### src/rtl/fun_root_mul_if.sv
// Request/response bundle for fun_root_mul: operand request in, busy/done/result back.
// The master side drives start and the operands. The slave (the engine) returns status and the product.
interface fun_root_mul_if #(
    parameter int W  = 8,
    parameter int RB = (W + 1) / 2
);
    logic            start;
    logic            mode;
    logic [W-1:0]    a_i;
    logic [W-1:0]    b_i;
    logic            busy;
    logic            done;
    logic [W+RB-1:0] result;

    modport master (
        output start, mode, a_i, b_i,
        input  busy, done, result
    );

    modport slave (
        input  start, mode, a_i, b_i,
        output busy, done, result
    );
endinterface

### src/rtl/fun_root_mul.sv
// result = a * floor(root_k(b)), k = 2 or 3, using a bit-serial root search and a shift-add multiply.
// Every step uses one shared adder, and the latency depends only on W and mode.
module fun_root_mul #(
    parameter int W  = 8,
    parameter int RB = (W + 1) / 2
) (
    input  logic          clk,
    input  logic          rst,
    fun_root_mul_if.slave bus
);
    localparam int PW = 3 * RB;
    localparam int RW = W + RB;
    localparam int CW = $clog2(RB);

    typedef enum logic [1:0] {S_IDLE, S_ROOT, S_MUL, S_DONE} state_t;
    typedef enum logic [1:0] {P_SQ, P_CU, P_CMP} phase_t;

    state_t          state_q, state_d;
    phase_t          phase_q, phase_d;
    logic [CW-1:0]   bit_q, bit_d;
    logic [CW-1:0]   step_q, step_d;
    logic [W-1:0]    a_q, a_d;
    logic [W-1:0]    b_q, b_d;
    logic            mode_q, mode_d;
    logic [RB-1:0]   root_q, root_d;
    logic [PW-1:0]   sq_q, sq_d;
    logic [PW-1:0]   acc_q, acc_d;
    logic [RW-1:0]   result_q, result_d;

    logic [RB-1:0]   trial;
    logic [PW-1:0]   add_y;
    logic [PW-1:0]   sum;
    logic            last_step;

    assign trial     = root_q | (RB'(1) << bit_q);
    assign last_step = (step_q == CW'(RB - 1));

    // Operand select for the single adder. acc_q is always the other input:
    // it accumulates trial^2, then trial^3, and finally the product.
    always_comb begin
        add_y = '0;
        case (state_q)
            S_ROOT: begin
                if (phase_q == P_SQ && trial[step_q])
                    add_y = PW'(trial) << step_q;
                else if (phase_q == P_CU && trial[step_q])
                    add_y = sq_q << step_q;
            end
            S_MUL: begin
                if (root_q[step_q])
                    add_y = PW'(a_q) << step_q;
            end
            default: add_y = '0;
        endcase
    end

    assign sum = acc_q + add_y;

    always_comb begin
        state_d  = state_q;
        phase_d  = phase_q;
        bit_d    = bit_q;
        step_d   = step_q;
        a_d      = a_q;
        b_d      = b_q;
        mode_d   = mode_q;
        root_d   = root_q;
        sq_d     = sq_q;
        acc_d    = acc_q;
        result_d = result_q;

        case (state_q)
            S_IDLE: begin
                if (bus.start) begin
                    state_d = S_ROOT;
                    phase_d = P_SQ;
                    bit_d   = CW'(RB - 1);
                    step_d  = '0;
                    a_d     = bus.a_i;
                    b_d     = bus.b_i;
                    mode_d  = bus.mode;
                    root_d  = '0;
                    sq_d    = '0;
                    acc_d   = '0;
                end
            end
            S_ROOT: begin
                case (phase_q)
                    P_SQ: begin
                        acc_d  = sum;
                        step_d = step_q + 1'b1;
                        if (last_step) begin
                            step_d = '0;
                            if (mode_q) begin
                                sq_d    = sum;
                                acc_d   = '0;
                                phase_d = P_CU;
                            end else begin
                                phase_d = P_CMP;
                            end
                        end
                    end
                    P_CU: begin
                        acc_d  = sum;
                        step_d = step_q + 1'b1;
                        if (last_step) begin
                            step_d  = '0;
                            phase_d = P_CMP;
                        end
                    end
                    P_CMP: begin
                        if (acc_q <= PW'(b_q))
                            root_d = trial;
                        acc_d   = '0;
                        phase_d = P_SQ;
                        if (bit_q == '0)
                            state_d = S_MUL;
                        else
                            bit_d = bit_q - 1'b1;
                    end
                    default: phase_d = P_SQ;
                endcase
            end
            S_MUL: begin
                acc_d  = sum;
                step_d = step_q + 1'b1;
                if (last_step) begin
                    step_d   = '0;
                    result_d = sum[RW-1:0];
                    state_d  = S_DONE;
                end
            end
            S_DONE: begin
                state_d = S_IDLE;
            end
            default: state_d = S_IDLE;
        endcase
    end

    always_ff @(posedge clk or posedge rst) begin
        if (rst) begin
            state_q  <= S_IDLE;
            phase_q  <= P_SQ;
            bit_q    <= '0;
            step_q   <= '0;
            a_q      <= '0;
            b_q      <= '0;
            mode_q   <= 1'b0;
            root_q   <= '0;
            sq_q     <= '0;
            acc_q    <= '0;
            result_q <= '0;
        end else begin
            state_q  <= state_d;
            phase_q  <= phase_d;
            bit_q    <= bit_d;
            step_q   <= step_d;
            a_q      <= a_d;
            b_q      <= b_d;
            mode_q   <= mode_d;
            root_q   <= root_d;
            sq_q     <= sq_d;
            acc_q    <= acc_d;
            result_q <= result_d;
        end
    end

    assign bus.busy   = (state_q != S_IDLE);
    assign bus.done   = (state_q == S_DONE);
    assign bus.result = result_q;
endmodule

### src/flat_wrapper.sv
// flat-port wrapper written by rule: the top's interface ports become plain ports
module fun_root_mul_flat 
#(
    parameter int W  = 8,
    parameter int RB = (W + 1) / 2
)
  (clk, rst, bus_start, bus_mode, bus_a_i, bus_b_i, bus_busy, bus_done, bus_result);
  fun_root_mul_if #(.W(W), .RB(RB)) bus_i ();
  input  logic clk;
  input  logic rst;
  input wire logic [$bits(bus_i.start)-1:0] bus_start;
  input wire logic [$bits(bus_i.mode)-1:0] bus_mode;
  input wire logic [$bits(bus_i.a_i)-1:0] bus_a_i;
  input wire logic [$bits(bus_i.b_i)-1:0] bus_b_i;
  output wire logic [$bits(bus_i.busy)-1:0] bus_busy;
  output wire logic [$bits(bus_i.done)-1:0] bus_done;
  output wire logic [$bits(bus_i.result)-1:0] bus_result;
  assign bus_i.start = bus_start;
  assign bus_i.mode = bus_mode;
  assign bus_i.a_i = bus_a_i;
  assign bus_i.b_i = bus_b_i;
  assign bus_busy = bus_i.busy;
  assign bus_done = bus_i.done;
  assign bus_result = bus_i.result;
  fun_root_mul #(.W(W), .RB(RB)) u_core (.clk(clk), .rst(rst), .bus(bus_i));
endmodule
### config.mk
export PLATFORM = sky130hd
export DESIGN_NAME = fun_root_mul_flat
export DESIGN_NICKNAME = d
export VERILOG_FILES = /design/src/rtl/fun_root_mul_if.sv /design/src/rtl/fun_root_mul.sv /design/src/flat_wrapper.sv
export SDC_FILE = /design/constraint.sdc
export NUM_CORES = 1
export LEC_CHECK = 0
export CORE_ASPECT_RATIO = 0.6
export CORE_MARGIN = 1
export CORE_UTILIZATION = 55
export DETAILED_ROUTE_END_ITERATION = 10
export HOLD_SLACK_MARGIN = 0.05
export PLACE_DENSITY = 0.76
export RECOVER_POWER = 50
export SYNTH_ARGS = -nofsm -noshare
export SYNTH_HDL_FRONTEND = slang
export SYNTH_SLANG_ARGS = --single-unit
### constraint.sdc
create_clock -name clk -period 8.35 [get_ports clk]
set_input_delay 1.67 -clock clk [delete_from_list [all_inputs] [get_ports clk]]
set_output_delay 1.67 -clock clk [all_outputs]
set_load 0.005 [all_outputs]
==> flow_summary_export.csv, run 1 <==
group,metric,value,unit
critical_path,endpoint_kind,"asynchronous set/reset pin",
floorplan,core,7390,um2
pwr,ir_drop,0.237,mV
timing,finalMaxSlewViolations,66,
global_routing,grt_pass1_vias,3377,
logic_synthesis,yosysUniqueCellTypes,58,
routing,routed_wl,10700,um
critical_path,crit_arrival,4.73,ns
global_routing,antenna_found_initial,0,
logic_synthesis,yosysMostFrequentCell,"dfrtp_1",
timing,final_hold_viol_count,0,
pwr,p_switching,0.000611,W
timing,rsz0062_at_grt,"false",
placed_design,place_ws,3.98,ns
flow_run,max-cap-violations,1,
routing,dr.pass1.iters,5,
floorplan,die_w,116,um
logic_synthesis,ys_top_cells_by_area,"dfrtp_1 (38%), mux2_2 (10%), ha_1 (9.4%), a22o_1 (3.7%), nand2_1 (3.3%)",
cts,cts_buffers,9,
cts,clockBufferDepth,2,
logic_synthesis,async_reset_ff_share,100,%
placed_design,port_buffers,33,
floorplan,die-area,8120,um2
min_path,min_path_type,"reg -> reg",
logic_synthesis,postSynthCellCount,427,
logic_synthesis,yosysTopAreaCell,"dfrtp_1",
cts,post_cts_buffers,0,
global_routing,grt_pass1_wl,17600,um
timing,fin_setup_tns,0,ns
floorplan,start_util,57.7,%
pwr,p_per_area,303,nW/um2
cts,clk_pin_slew_worst_paths,0.05,ns
logic_synthesis,synth-edff-count,0,
routing,ant_nets,0,
placed_design,hpwlAfterDp,7890,um
layout,drive_gt1_share,14.3,%
floorplan,rows,24,
cts,cts_root_buf,"clkbuf_16",
cts,post_cts_resized,0,
cts,clkSinkCount,65,
critical_path,cpMaxStageDelayCell,"clkbuf_1",
logic_synthesis,yosysSeqAreaShare,38.2,%
cts,htreeDepth,3,
timing,fin_ws,3.26,ns
timing,slew_headroom,-132,%
routing,via_count,3471,
timing,fin_skew,0.0102,ns
outcome,violations,"max-capacitance violations, max-slew violations",
logic_synthesis,syn_nets,480,
cts,cts_tree,"yes",
pwr,pwr-share-comb,43.1,%
critical_path,cp_max_fo,65,
routing,drc,0,
layout,area_growth,17.2,%
logic_synthesis,synth_area,4260,um2
pwr,pwr-share-clk,27.3,%
logic_synthesis,ys.flop_type,"dfrtp_1",
placed_design,gp_congestion,0.928,
floorplan,ioPinCount,34,
logic_synthesis,synth_warnings,0,
timing,period_needed,5.09,ns
routing,routedWlPerCell,18.9,um
timing,max_freq,197,MHz
critical_path,crit_type,"in -> async",
logic_synthesis,syn_avg_cell_area,9.98,um2
layout,design_area,5000,um2
min_path,worstHoldPathCells,1,
critical_path,cp_data_required_time,8.00,ns
logic_synthesis,netlist.area_leader.share,38.2,%
floorplan,die_h,70.2,um
global_routing,grt-ovfl-total,0,
cts,cts_hold_buf,0,
pwr,switching_share,40.4,%
layout,fin_nets,511,
timing,fin_crit_sh,60.9,%
placed_design,dpl-instance-area,4670,um2
timing,setup_viol,0,
outcome,status,"complete, but fails checks",
critical_path,r2r_cells,12,
pwr,internal_power,0.000903,W
pwr,leakagePower,2.32,nW
logic_synthesis,synth-seq-cells,65,
global_routing,grt_usage,29.3,%
timing,tightestPinTransition,3.47,ns
critical_path,critPathLaunchType,"primary input",
logic_synthesis,synth_common_cells,"dfrtp_1 (65), mux2_2 (39), nand2_1 (37), ha_1 (32), nor2_1 (29)",
cts,clk_latency,0.34,ns
routing,vias_per_cell,6.12,
critical_path,crit_chain,"dlygate4sd3_1 -> clkinv_1 -> clkbuf_1",
global_routing,grt_max_degree,66,
routing,drtIter0Drc,260,
pwr,p_seq_share,29.6,%
layout,num_antenna_cells,0,
critical_path,cpPeakStageDelay,2.44,ns
registers in the layout (all words and copies together) (netlist names):
name / cells
u_core.a_q: 8
u_core.acc_q: 12
u_core.b_q: 8
u_core.bit_q: 2
u_core.bus.result: 12
u_core.mode_q: 1
u_core.phase_q: 2
u_core.root_q: 4
u_core.sq_q: 12
u_core.state_q: 2
u_core.step_q: 2
per-layer routing:
layer	global-route usage, %	wire [um]
met1	44.6	5400
met2	39.7	4270
met3	9.20	889
met4	7.41	125
met5	0	0
worst max-delay path, delay by kind of cell:
kind                   cells  cell delay [ns]
buffers and inverters      3             3.03
power by group through the flow:
stage	clock network, W	logic, W	registers, W
after floorplan	0	0.000489	0.000426
after global placement	0	0.000624	0.000447
after detailed placement	0	0.000633	0.000452
after CTS	0.000420	0.000640	0.000448
after global routing	0.000433	0.000713	0.000458
final	0.000414	0.000652	0.000448
layout make-up:
| type | count | area (um2) |
|---|---|---|
| clock inverter | 7 | 103 |
| fill | 610 | 2390 |
| tap | 104 | 130 |
| clock buffer | 9 | 225 |
| multi-input combinational | 320 | 2460 |
| timing repair buffer | 36 | 349 |
| sequential | 65 | 1630 |
| inverter | 26 | 97.6 |
cells by family after synthesis:
kind of cell	count (synthesis)	synth area share, %
mux	54	14.4
simple gates	115	13.4
compound gates	107	17.6
buf+inv	42	3.99
flops	65	38.2
fa+ha+maj	33	9.86
xor+xnor	11	2.58
stage by stage:
stage	total power (W)	hold slack [ns]	instances	utilization (%)
floorplan	0.000915	0.459	427	-
global placement	0.00107	0.486	551	63.2
detailed placement	0.00109	0.489	551	63.2
CTS	0.00151	0.507	567	67.7
global route	0.00160	0.508	567	67.6
finish	0.00151	0.496	567	67.6
path summary, 6_finish.rpt:
kind | from | to | slack (ns)
worst max-delay path | rst | u_core.a_q[3] | 3.26
worst min-delay path | u_core.bus.result[0] | u_core.bus.result[0] | 0.50
worst max register to register | u_core.step_q[1] | u_core.bus.result[11] | 3.83
worst min register to register | u_core.bus.result[0] | u_core.bus.result[0] | 0.50
max in group clk | u_core.step_q[1] | u_core.bus.result[11] | 3.83
min in group asynchronous | rst | u_core.bus.result[9] | 3.13
cell usage in the layout (no fill, tap or decap), types with 6 or more instances in the layout:
cell / count
nand2_1: 37
nand3_1: 8
a21o_1: 7
clkdlybuf4s50_1: 29
clkbuf_16: 9
o21ai_0: 18
mux2_2: 39
a21oi_1: 24
ha_1: 32
nor2b_1: 7
mux2i_1: 13
dfrtp_1: 65
xnor2_1: 8
nor2_1: 29
and2_1: 6
inv_1: 24
a22o_1: 18
Power figures use the tool's default switching activity.
==> run 2: changes to the inputs <==
==> constraint.sdc (replaced) <==
create_clock -name clk -period 4.9 [get_ports clk]
set_input_delay 0.98 -clock clk [delete_from_list [all_inputs] [get_ports clk]]
set_output_delay 0.98 -clock clk [all_outputs]
set_load 0.005 [all_outputs]
==> run 2 against run 1 <==
  * The run still ends with max-capacitance violations, max-slew violations left
  * Global-route usage down 0.14 points
  * Core utilization shrank 0.41 points
  * Wire length up 0.75%
  * Largest power group unchanged
  * Final area shrank 0.60%
  * Largest cell class unchanged
  * Critical endpoint is now u_core.bus.result[10]
  * Clock power grew 43%
  * Critical path depth up 12
  * Non-clock buffer count is 3 higher
  * Clock skew down 0.0042 ns
  * Highest routed layer unchanged
==> flow_summary_export.csv, run 2 (same netlist as run 1, synthesis figures left out) <==
group,metric,value,unit
global_routing,grt_usage,29.1,%
routing,vias_per_cell,6.01,
cts,post_cts_buffers,0,
floorplan,core,7390,um2
cts,cts_hold_buf,0,
timing,period_needed,4.28,ns
global_routing,grt_max_degree,39,
timing,slew_headroom,-37.0,%
timing,tightestPinTransition,2.06,ns
flow_run,max-cap-violations,1,
min_path,hold_start,"u_core.bus.result[0]",
timing,rsz0062_at_grt,"false",
critical_path,crit_type,"reg -> reg",
critical_path,r2r_cells,15,
routing,dr.pass1.iters,5,
timing,fin_skew,0.00596,ns
critical_path,r2r_end,"u_core.bus.result[10]",
timing,max_freq,233,MHz
layout,n_fill_cell,606,
timing,setup_viol,0,
placed_design,place_ws,0.734,ns
routing,drtIter0Drc,311,
pwr,ir_drop,0.438,mV
timing,fin_setup_tns,0,ns
routing,via_count,3424,
outcome,status,"complete, but fails checks",
cts,clkSinkCount,65,
critical_path,endpoint_kind,"flip-flop",
placed_design,gp_congestion,0.882,
layout,area_growth,16.5,%
global_routing,grt_pass1_wl,17200,um
min_path,worstHoldPathCells,1,
cts,clk_latency,0.34,ns
layout,final_util,67.2,%
layout,final_common_cell,"dfrtp_1",
global_routing,grt-ovfl-total,0,
layout,num_antenna_cells,0,
timing,fin_crit_sh,87.4,%
min_path,min_path_type,"reg -> reg",
layout,drive_gt1_share,14.4,%
layout,multi_input_area,2460,um2
placed_design,dpl-instance-area,4690,um2
routing,routed_wl,10800,um
critical_path,critPathLaunchType,"flip-flop",
global_routing,antenna_found_initial,0,
pwr,p_per_area,496,nW/um2
cts,clockBufferDepth,2,
critical_path,cp_max_fo,6,
placed_design,hpwlAfterDp,8190,um
outcome,violations,"max-capacitance violations, max-slew violations",
timing,final_hold_viol_count,0,
placed_design,port_buffers,33,
routing,routedWlPerCell,18.9,um
routing,ant_nets,0,
cts,cts_buffers,9,
critical_path,worstReg2RegStart,"u_core.bit_q[0]",
floorplan,die_h,70.2,um
cts,clk_pin_slew_worst_paths,0.05,ns
critical_path,crit_arrival,4.50,ns
pwr,design_power_total,0.00246,W
routing,drc,0,
floorplan,start_util,57.7,%
floorplan,die-area,8120,um2
layout,design_area,4970,um2
pwr,leakagePower,2.32,nW
layout,regArea,1630,um2
floorplan,rows,24,
cts,htreeDepth,3,
floorplan,ioPinCount,34,
timing,fin_ws,0.617,ns
cts,cts_root_buf,"clkbuf_16",
cts,post_cts_resized,0,
critical_path,cp_data_required_time,5.12,ns
floorplan,die_w,116,um
timing,finalMaxSlewViolations,39,
layout,mostFrequentLayoutCells,"dfrtp_1 (65), mux2_2 (39), nand2_1 (37)",
critical_path,r2r_slack,0.62,ns
cts,cts_tree,"yes",
layout,fin_nets,514,
global_routing,grt_pass1_vias,3302,
min_path,holdPathEnd,"u_core.bus.result[0]",
## run 2: cell count changes in the layout (fill, tap and decap cells not counted), sizes merged, moves of 2 or more
cell | previous run | this run
buf | 2 | 5
bufinv | 2 | 0
clkbuf | 10 | 13
clkdlybuf4s50 | 29 | 25
dlygate4sd3 | 4 | 8
## run 2: worst max path at each step
stage / startpoint / to / slack, ns / cells past startpoint
after global routing: rst / u_core.a_q[0] / 0.39 / 3
after detailed placement: u_core.bit_q[0] / u_core.bus.result[11] / 0.73 / 15
final: u_core.bit_q[0] / u_core.bus.result[10] / 0.62 / 15
after CTS: u_core.bit_q[0] / u_core.bus.result[10] / 0.68 / 15
after floorplan: u_core.bit_q[0] / u_core.bus.result[10] / 1.17 / 15
after global placement: u_core.step_q[0] / u_core.bus.result[11] / 0.81 / 12
## run 2: power by group
part	internal, W	total [W]	switching [W]
Clock	0.000356	0.000590	0.000234
Combinational	0.000440	0.00110	0.000661
Sequential	0.000657	0.000772	0.000115
Total	0.00145	0.00246	0.00101
## run 2: through the flow
stage / cells / hold WS (ns)
floorplan: 427 / 0.459
global route: 570 / 0.524
CTS: 570 / 0.504
finish: 570 / 0.496
global placement: 554 / 0.481
detailed placement: 554 / 0.493
## run 2: critical path: stages, from the launching register on
cell	delay (ns)
dfrtp_1	0.41
inv_1	0.10
ha_1	0.28
or2_4	0.29
mux4_2	0.52
nand2_1	0.23
or3_1	0.15
a21oi_1	0.06
ha_1	0.22
fa_1	0.41
a21o_1	0.18
a21oi_2	0.19
o211ai_1	0.20
a311oi_1	0.47
xnor2_1	0.18
mux2_2	0.29
## run 2: cell type report
class | count | area share, %
Tap cell | 104 | 2.62
Inverter | 26 | 1.97
Sequential cell | 65 | 32.8
Multi-Input combinational cell | 320 | 49.6
Timing Repair Buffer | 39 | 7.48
Clock inverter | 4 | 0.579
Clock buffer | 12 | 4.96
## run 2: per-layer routing
metal  wire (um)  track usage [%]
met1        5340             43.2
met2        4210             37.9
met3        1080             11.1
met4         139             9.54
met5           0             4.67
